<file path="src/rtl/fir_seq_cu_if.sv">
// ----------------------------------------------------------------------------
// fir_seq_cu_if : control bundle between the UART RX side and the FIR sequencer
// Rev 1.0
// ----------------------------------------------------------------------------
`default_nettype none

interface fir_seq_cu_if #(
  parameter int AW = 3
);
  logic          FIR_strt;
  logic          buf_we;
  logic          buf_wzero;
  logic [AW-1:0] buf_waddr;
  logic [AW-1:0] buf_raddr;
  logic [AW-1:0] coef_addr;
  logic          acc_clr;
  logic          mac_en;
  logic          out_load;
  logic          out_valid;
  logic          busy;
  logic          overrun;

  // master: the start source / observer; slave: the sequencer itself
  modport master (
    output FIR_strt,
    input  buf_we, buf_wzero, buf_waddr, buf_raddr, coef_addr,
    input  acc_clr, mac_en, out_load, out_valid, busy, overrun
  );

  modport slave (
    input  FIR_strt,
    output buf_we, buf_wzero, buf_waddr, buf_raddr, coef_addr,
    output acc_clr, mac_en, out_load, out_valid, busy, overrun
  );
endinterface

`default_nettype wire

</file>
<file path="src/rtl/fir_seq_cu.sv">
// ----------------------------------------------------------------------------
// fir_seq_cu : sequencer for the shared single-MAC FIR datapath.
// Optional busy-start queue enabled by defining FIR_START_QUEUE_EN. Rev 1.0
// ----------------------------------------------------------------------------
`default_nettype none

module fir_seq_cu #(
  parameter int TAPS = 8,
  parameter int AW   = 3,
  parameter int PIPE = 2
) (
  input  logic               clk,
  input  logic               rst,
  fir_seq_cu_if.slave        bus
);

  localparam int            DW         = (PIPE > 1) ? $clog2(PIPE) : 1;
  localparam logic [AW-1:0] c_K_LAST   = AW'(TAPS - 1);
  localparam logic [DW-1:0] c_D_LAST   = DW'(PIPE - 1);

  typedef enum logic [2:0] {
    S_FLUSH = 3'd0,
    S_IDLE  = 3'd1,
    S_WRITE = 3'd2,
    S_MAC   = 3'd3,
    S_DRAIN = 3'd4,
    S_DONE  = 3'd5
  } state_t;

  state_t        r_state;
  logic [AW-1:0] r_k;
  logic [DW-1:0] r_d;
  logic [AW-1:0] r_wptr;
  logic          r_pending;

  logic          r_busy;
  logic          r_buf_we;
  logic          r_buf_wzero;
  logic [AW-1:0] r_buf_waddr;
  logic [AW-1:0] r_buf_raddr;
  logic [AW-1:0] r_coef_addr;
  logic          r_acc_clr;
  logic          r_mac_en;
  logic          r_out_load;
  logic          r_out_valid;
  logic          r_overrun;

  state_t        w_state_nxt;
  logic [AW-1:0] w_k_nxt;
  logic [DW-1:0] w_d_nxt;
  logic [AW-1:0] w_wptr_nxt;
  logic          w_take;
  logic          w_busy_strt;
  logic          w_drop;
  logic          w_pending_nxt;

  assign w_busy_strt = bus.FIR_strt && (r_state != S_IDLE);

  // Next-state / counter logic; w_take marks consumption of a queued start
  always_comb begin
    w_state_nxt = r_state;
    w_k_nxt     = r_k;
    w_d_nxt     = r_d;
    w_wptr_nxt  = r_wptr;
    w_take      = 1'b0;
    case (r_state)
      S_FLUSH: begin
        if (r_k == c_K_LAST) begin
          w_k_nxt = '0;
          if (r_pending) begin
            w_state_nxt = S_WRITE;
            w_take      = 1'b1;
          end else begin
            w_state_nxt = S_IDLE;
          end
        end else begin
          w_k_nxt = r_k + 1'b1;
        end
      end
      S_IDLE: begin
        if (bus.FIR_strt || r_pending) begin
          w_state_nxt = S_WRITE;
          w_take      = r_pending;
        end
      end
      S_WRITE: begin
        w_state_nxt = S_MAC;
        w_k_nxt     = '0;
      end
      S_MAC: begin
        w_k_nxt = r_k + 1'b1;
        if (r_k == c_K_LAST) begin
          w_state_nxt = S_DRAIN;
          w_d_nxt     = '0;
        end
      end
      S_DRAIN: begin
        if (r_d == c_D_LAST) begin
          w_state_nxt = S_DONE;
        end else begin
          w_d_nxt = r_d + 1'b1;
        end
      end
      S_DONE: begin
        w_wptr_nxt = r_wptr + 1'b1;
        if (r_pending) begin
          w_state_nxt = S_WRITE;
          w_take      = 1'b1;
        end else begin
          w_state_nxt = S_IDLE;
        end
      end
      default: begin
        w_state_nxt = S_FLUSH;
        w_k_nxt     = '0;
      end
    endcase
  end

`ifdef FIR_START_QUEUE_EN
  // One start may wait; an idle start arriving while a queued one is taken re-queues itself
  assign w_drop        = w_busy_strt && r_pending;
  assign w_pending_nxt = (r_pending && !w_take)
                       || (w_busy_strt && !r_pending)
                       || ((r_state == S_IDLE) && r_pending && bus.FIR_strt);
`else
  assign w_drop        = w_busy_strt;
  assign w_pending_nxt = 1'b0;
`endif

  // Outputs are decoded from the next state so they line up with the state register
  always_ff @(posedge clk) begin
    if (rst) begin
      r_state     <= S_FLUSH;
      r_k         <= '0;
      r_d         <= '0;
      r_wptr      <= '0;
      r_pending   <= 1'b0;
      r_busy      <= 1'b1;
      r_buf_we    <= 1'b1;
      r_buf_wzero <= 1'b1;
      r_buf_waddr <= '0;
      r_buf_raddr <= '0;
      r_coef_addr <= '0;
      r_acc_clr   <= 1'b0;
      r_mac_en    <= 1'b0;
      r_out_load  <= 1'b0;
      r_out_valid <= 1'b0;
      r_overrun   <= 1'b0;
    end else begin
      r_state     <= w_state_nxt;
      r_k         <= w_k_nxt;
      r_d         <= w_d_nxt;
      r_wptr      <= w_wptr_nxt;
      r_pending   <= w_pending_nxt;
      r_busy      <= (w_state_nxt != S_IDLE);
      r_buf_we    <= (w_state_nxt == S_FLUSH) || (w_state_nxt == S_WRITE);
      r_buf_wzero <= (w_state_nxt == S_FLUSH);
      r_buf_waddr <= (w_state_nxt == S_FLUSH) ? w_k_nxt :
                     (w_state_nxt == S_WRITE) ? w_wptr_nxt : '0;
      r_buf_raddr <= (w_state_nxt == S_MAC) ? (w_wptr_nxt - w_k_nxt) : '0;
      r_coef_addr <= (w_state_nxt == S_MAC) ? w_k_nxt : '0;
      r_acc_clr   <= (w_state_nxt == S_WRITE);
      r_mac_en    <= (w_state_nxt == S_MAC);
      r_out_load  <= (w_state_nxt == S_DONE);
      r_out_valid <= r_out_load;
      r_overrun   <= w_drop;
    end
  end

  assign bus.busy      = r_busy;
  assign bus.buf_we    = r_buf_we;
  assign bus.buf_wzero = r_buf_wzero;
  assign bus.buf_waddr = r_buf_waddr;
  assign bus.buf_raddr = r_buf_raddr;
  assign bus.coef_addr = r_coef_addr;
  assign bus.acc_clr   = r_acc_clr;
  assign bus.mac_en    = r_mac_en;
  assign bus.out_load  = r_out_load;
  assign bus.out_valid = r_out_valid;
  assign bus.overrun   = r_overrun;

endmodule

`default_nettype wire

</file>
<file path="src/flat_wrapper.sv">
// flat-port wrapper written by rule: the top's interface ports become plain ports
module fir_seq_cu_flat 
#(
  parameter int TAPS = 8,
  parameter int AW   = 3,
  parameter int PIPE = 2
)
  (clk, rst, bus_FIR_strt, bus_buf_we, bus_buf_wzero, bus_buf_waddr, bus_buf_raddr, bus_coef_addr, bus_acc_clr, bus_mac_en, bus_out_load, bus_out_valid, bus_busy, bus_overrun);
  fir_seq_cu_if #(.AW(AW)) bus_i ();
  input  logic clk;
  input  logic rst;
  input wire logic [$bits(bus_i.FIR_strt)-1:0] bus_FIR_strt;
  output wire logic [$bits(bus_i.buf_we)-1:0] bus_buf_we;
  output wire logic [$bits(bus_i.buf_wzero)-1:0] bus_buf_wzero;
  output wire logic [$bits(bus_i.buf_waddr)-1:0] bus_buf_waddr;
  output wire logic [$bits(bus_i.buf_raddr)-1:0] bus_buf_raddr;
  output wire logic [$bits(bus_i.coef_addr)-1:0] bus_coef_addr;
  output wire logic [$bits(bus_i.acc_clr)-1:0] bus_acc_clr;
  output wire logic [$bits(bus_i.mac_en)-1:0] bus_mac_en;
  output wire logic [$bits(bus_i.out_load)-1:0] bus_out_load;
  output wire logic [$bits(bus_i.out_valid)-1:0] bus_out_valid;
  output wire logic [$bits(bus_i.busy)-1:0] bus_busy;
  output wire logic [$bits(bus_i.overrun)-1:0] bus_overrun;
  assign bus_i.FIR_strt = bus_FIR_strt;
  assign bus_buf_we = bus_i.buf_we;
  assign bus_buf_wzero = bus_i.buf_wzero;
  assign bus_buf_waddr = bus_i.buf_waddr;
  assign bus_buf_raddr = bus_i.buf_raddr;
  assign bus_coef_addr = bus_i.coef_addr;
  assign bus_acc_clr = bus_i.acc_clr;
  assign bus_mac_en = bus_i.mac_en;
  assign bus_out_load = bus_i.out_load;
  assign bus_out_valid = bus_i.out_valid;
  assign bus_busy = bus_i.busy;
  assign bus_overrun = bus_i.overrun;
  fir_seq_cu #(.TAPS(TAPS), .AW(AW), .PIPE(PIPE)) u_core (.clk(clk), .rst(rst), .bus(bus_i));
endmodule
</file>
<file path="config.mk">
export PLATFORM = sky130hd
export DESIGN_NAME = fir_seq_cu_flat
export DESIGN_NICKNAME = d
export VERILOG_FILES = /design/src/rtl/fir_seq_cu_if.sv /design/src/rtl/fir_seq_cu.sv /design/src/flat_wrapper.sv
export SDC_FILE = /design/constraint.sdc
export NUM_CORES = 1
export LEC_CHECK = 0
export ABC_AREA = 0
export CAP_MARGIN = 20
export CORE_MARGIN = 3
export CORE_UTILIZATION = 53
export CTS_BUF_LIST = sky130_fd_sc_hd__clkbuf_4 sky130_fd_sc_hd__clkbuf_8
export DETAILED_ROUTE_END_ITERATION = 12
export HOLD_SLACK_MARGIN = 0.05
export PLACE_DENSITY = 0.79
export SLEW_MARGIN = 15
export SYNTH_ARGS = -nofsm -noshare
export SYNTH_HDL_FRONTEND = slang
export SYNTH_SLANG_ARGS = --single-unit
</file>
<file path="constraint.sdc">
create_clock -name clk -period 2.59 [get_ports clk]
set_input_delay 0.3885 -clock clk [delete_from_list [all_inputs] [get_ports clk]]
set_output_delay 0.3885 -clock clk [all_outputs]
set_load 0.005 [all_outputs]
</file>
==> impl_metrics.toml, run 1 <==
[critical_path]
worstPathMaxFanout = 7
path_cells = "ha_1, ha_2, or3_1, a21oi_2, mux2i_2, inv_1, ha_1, fa_1, xnor3_1, nor2_1"
setup.worst_path.start_class = "flop"
reg2reg_slack_ns = 0.18
crit_required_ns = 2.85
reg2reg_depth = 10
crit_start = "u_core.r_k[0]"
cp-endpoint = "u_core.bus.buf_raddr[2]"
critical_path_arrival_ns = 2.67
r2r-start = "u_core.r_k[0]"
reg2reg_to = "u_core.bus.buf_raddr[2]"
crit_cells = 10
critPathMaxStageDelay_ns = 0.42
crit_family = "adder cells"
cp-end-kind = "flop"
crit_buf_inv = 1
cp_common_cell = "ha_1"
path_class = "reg2reg"
crit_slowest_cell = "or3_1"

[yosys]
synth-seq-cells = 27
yosys_warnings = 0
ys_types = 34
syn_inst = 114
syn_area_sq_um = 1090
synth.net_count = 122
avgSynthCellArea_sq_um = 9.58
seq_area_frac_synth_pct = 49.5

[timing]
setup_tns_ns = 0
final-setup-viol-count = 0
fin_crit_sh_pct = 93.1
worst_pin_slew_ns = 0.498
max_freq_ghz = 0.415
fin_skew_ns = 0.00202
hold_viol = 0
slew_headroom_pct = 66.5
rsz0062_at_grt = "no"
fin_crit_ns = 2.41
final_max_slew_viol_count = 0

[drt]
routedWlPerCell_microns = 14.1
detail-route-antenna-nets = 0
drc = 0
avgViaCountPerCell = 5.60
via_count = 879
firstDrtPassIters = 4
first_iter_violations = 37
wl_microns = 2220

[clock_tree]
cts_tree = "yes"
clk_latency_ns = 0.31
htree_levels = 1
cts.reportedPaths.clkPinSlew_ns = 0.13
clockBufferDepth = 2
ctsResizeCount = 0
clock-root-buffer = "clkbuf_4"
cts_inserted_buffers = 3
cts_sinks = 27
post_cts_buffers = 0
cts_hold_buf = 0

[final_layout]
seq_area_sq_um = 542
fillCellCount = 144
final_common_cell = "dfxtp_1"
multiInputGateArea_sq_um = 504
fin_nets = 141
layout_common_cells = "dfxtp_1, clkdlybuf4s50_1, nor2_1, a21oi_1, nand2_1"
areaGrowthSynthToFinish_pct = 22.9
antenna_cells = 0
drive_gt1_share_pct = 10.6

[floorplan]
rows = 15
num_io_pins = 20
core_area_sq_um = 1840
dieArea_sq_um = 2640
start_util_pct = 59.4
die_w_microns = 51.4
die_h_microns = 51.4

[grt]
grt_pass1_vias = 786
grt_overflow = 0
grt_max_degree = 18
grt_usage_pct = 19.6
grt_pass1_wl_microns = 3750
antenna_found_initial = 0

[pwr]
p_leak_nw = 0.544
ir_drop_mv = 0.431
p_per_area_nw_per_um2 = 530
total_power_mw = 0.712

[min_path]
hold_class = "reg2reg"

[job]
drv_cap = 0

[place]
port_buffers = 19
dp_hpwl_microns = 1560
place_congestion = 0.843

[run_status]
outcome = "complete, no violations"
## area by class of cell
cell class / count / share of cell area [%]
Inverter: 4 / 1.12
Tap cell: 25 / 2.33
Clock buffer: 4 / 2.24
Sequential cell: 27 / 40.4
Multi-Input combinational cell: 74 / 37.6
Timing Repair Buffer: 23 / 16.4
## state kept, by name, indices dropped and copies added (netlist names)
| name | cells |
|---|---|
| u_core.r_wptr | 3 |
| u_core.bus.mac_en | 1 |
| u_core.bus.overrun | 1 |
| u_core.r_d | 1 |
| u_core.bus.busy | 1 |
| u_core.bus.acc_clr | 1 |
| u_core.bus.buf_waddr | 3 |
| u_core.bus.coef_addr | 3 |
| u_core.bus.out_load | 1 |
| u_core.r_k | 3 |
| u_core.bus.buf_we | 1 |
| u_core.bus.buf_raddr | 3 |
| u_core.bus.buf_wzero | 1 |
| u_core.bus.out_valid | 1 |
| u_core.r_state | 3 |
## per-stage QoR
stage / util [%] / hold WS (ns) / setup WS (ns) / cell area, sq um / std cells
2_1_floorplan: - / 0.462 / 0.315 / 1090 / 114
3_3_place_gp: 70.7 / 0.444 / 0.250 / 1300 / 153
3_5_place_dp: 70.7 / 0.457 / 0.112 / 1300 / 153
4_1_cts: 72.4 / 0.476 / 0.0731 / 1330 / 157
5_1_grt: 73.0 / 0.483 / 0.00843 / 1340 / 157
6_report: 73.0 / 0.471 / 0.179 / 1340 / 157
## layer usage
layer / vias to the layer above / wire length (microns) / track usage, %
met1: 413 / 906 / 24.4
met4: 0 / 48 / 10.5
met5: - / 0 / 0
met3: 6 / 161 / 4.37
met2: 39 / 1100 / 31.1
li1: 421 / - / -
## how the worst min path moves through the flow
| stage | startpoint | end | slack (ns) | depth (start not counted) |
|---|---|---|---|---|
| floorplan | u_core.bus.out_load | u_core.bus.out_valid | 0.46 | 1 |
| global placement | u_core.bus.out_load | u_core.bus.out_valid | 0.44 | 1 |
| detailed placement | u_core.bus.out_load | u_core.bus.out_valid | 0.46 | 1 |
| CTS | u_core.bus.out_load | u_core.bus.out_valid | 0.48 | 1 |
| global route | u_core.bus.out_load | u_core.bus.out_valid | 0.48 | 1 |
| finish | u_core.bus.out_load | u_core.bus.out_valid | 0.47 | 1 |
## kinds of logic after synthesis
group,after synthesis,synth area share (%)
XOR/XNOR,4,4.47
multiplexers,2,1.83
flip-flops,27,49.5
AO/OA/AOI/OAI,20,12.8
AND/OR/NAND/NOR,43,19.7
buffers and inverters,13,5.27
adder cells (fa/ha/maj),5,6.41
## synth_stat cells
library cell | count | area, sq um
a32oi_2 | 1 | 16.3
a31oi_1 | 1 | 6.26
o31ai_1 | 2 | 15.0
nand2_1 | 5 | 18.8
inv_1 | 4 | 15.0
xnor3_1 | 1 | 22.5
fa_1 | 1 | 20.0
nand3b_1 | 3 | 22.5
nand4b_1 | 1 | 8.76
xnor2_1 | 1 | 8.76
o311ai_0 | 1 | 8.76
and2_1 | 1 | 6.26
nor2_1 | 18 | 67.6
o211ai_1 | 2 | 15.0
o21ba_2 | 1 | 10.0
o22a_1 | 1 | 8.76
nor3b_1 | 1 | 7.51
ha_1 | 4 | 50.1
nor3_1 | 1 | 5.00
nor4_1 | 1 | 6.26
a21oi_1 | 9 | 45.0
xor2_1 | 2 | 17.5
buf_4 | 2 | 15.0
nand4_1 | 1 | 6.26
dfxtp_1 | 27 | 541
clkbuf_1 | 6 | 22.5
buf_2 | 1 | 5.00
nor2b_1 | 4 | 25.0
or3_1 | 2 | 12.5
mux2i_1 | 2 | 20.0
a211oi_1 | 1 | 7.51
a22oi_1 | 1 | 7.51
nand3_1 | 2 | 10.0
nand2b_1 | 3 | 18.8
## power breakdown
group	internal [mW]	switching, mW
Sequential	0.428	0.00689
Clock	0.0707	0.113
Combinational	0.0515	0.0415
## worst register-to-register path, stage by stage, from the launching register on
cell	delay, ns
dfxtp_2	0.36
ha_1	0.21
ha_2	0.22
or3_1	0.42
a21oi_2	0.18
mux2i_2	0.11
inv_1	0.07
ha_1	0.15
fa_1	0.18
xnor3_1	0.38
nor2_1	0.08
(Power assumes the default switching activity.)
==> inputs of run 2 (changes only) <==
GPL_ROUTABILITY_DRIVEN = 0   (was unset)
==> results of run 2 <==
Final layout, timing and power as in run 1 (identical DEF).
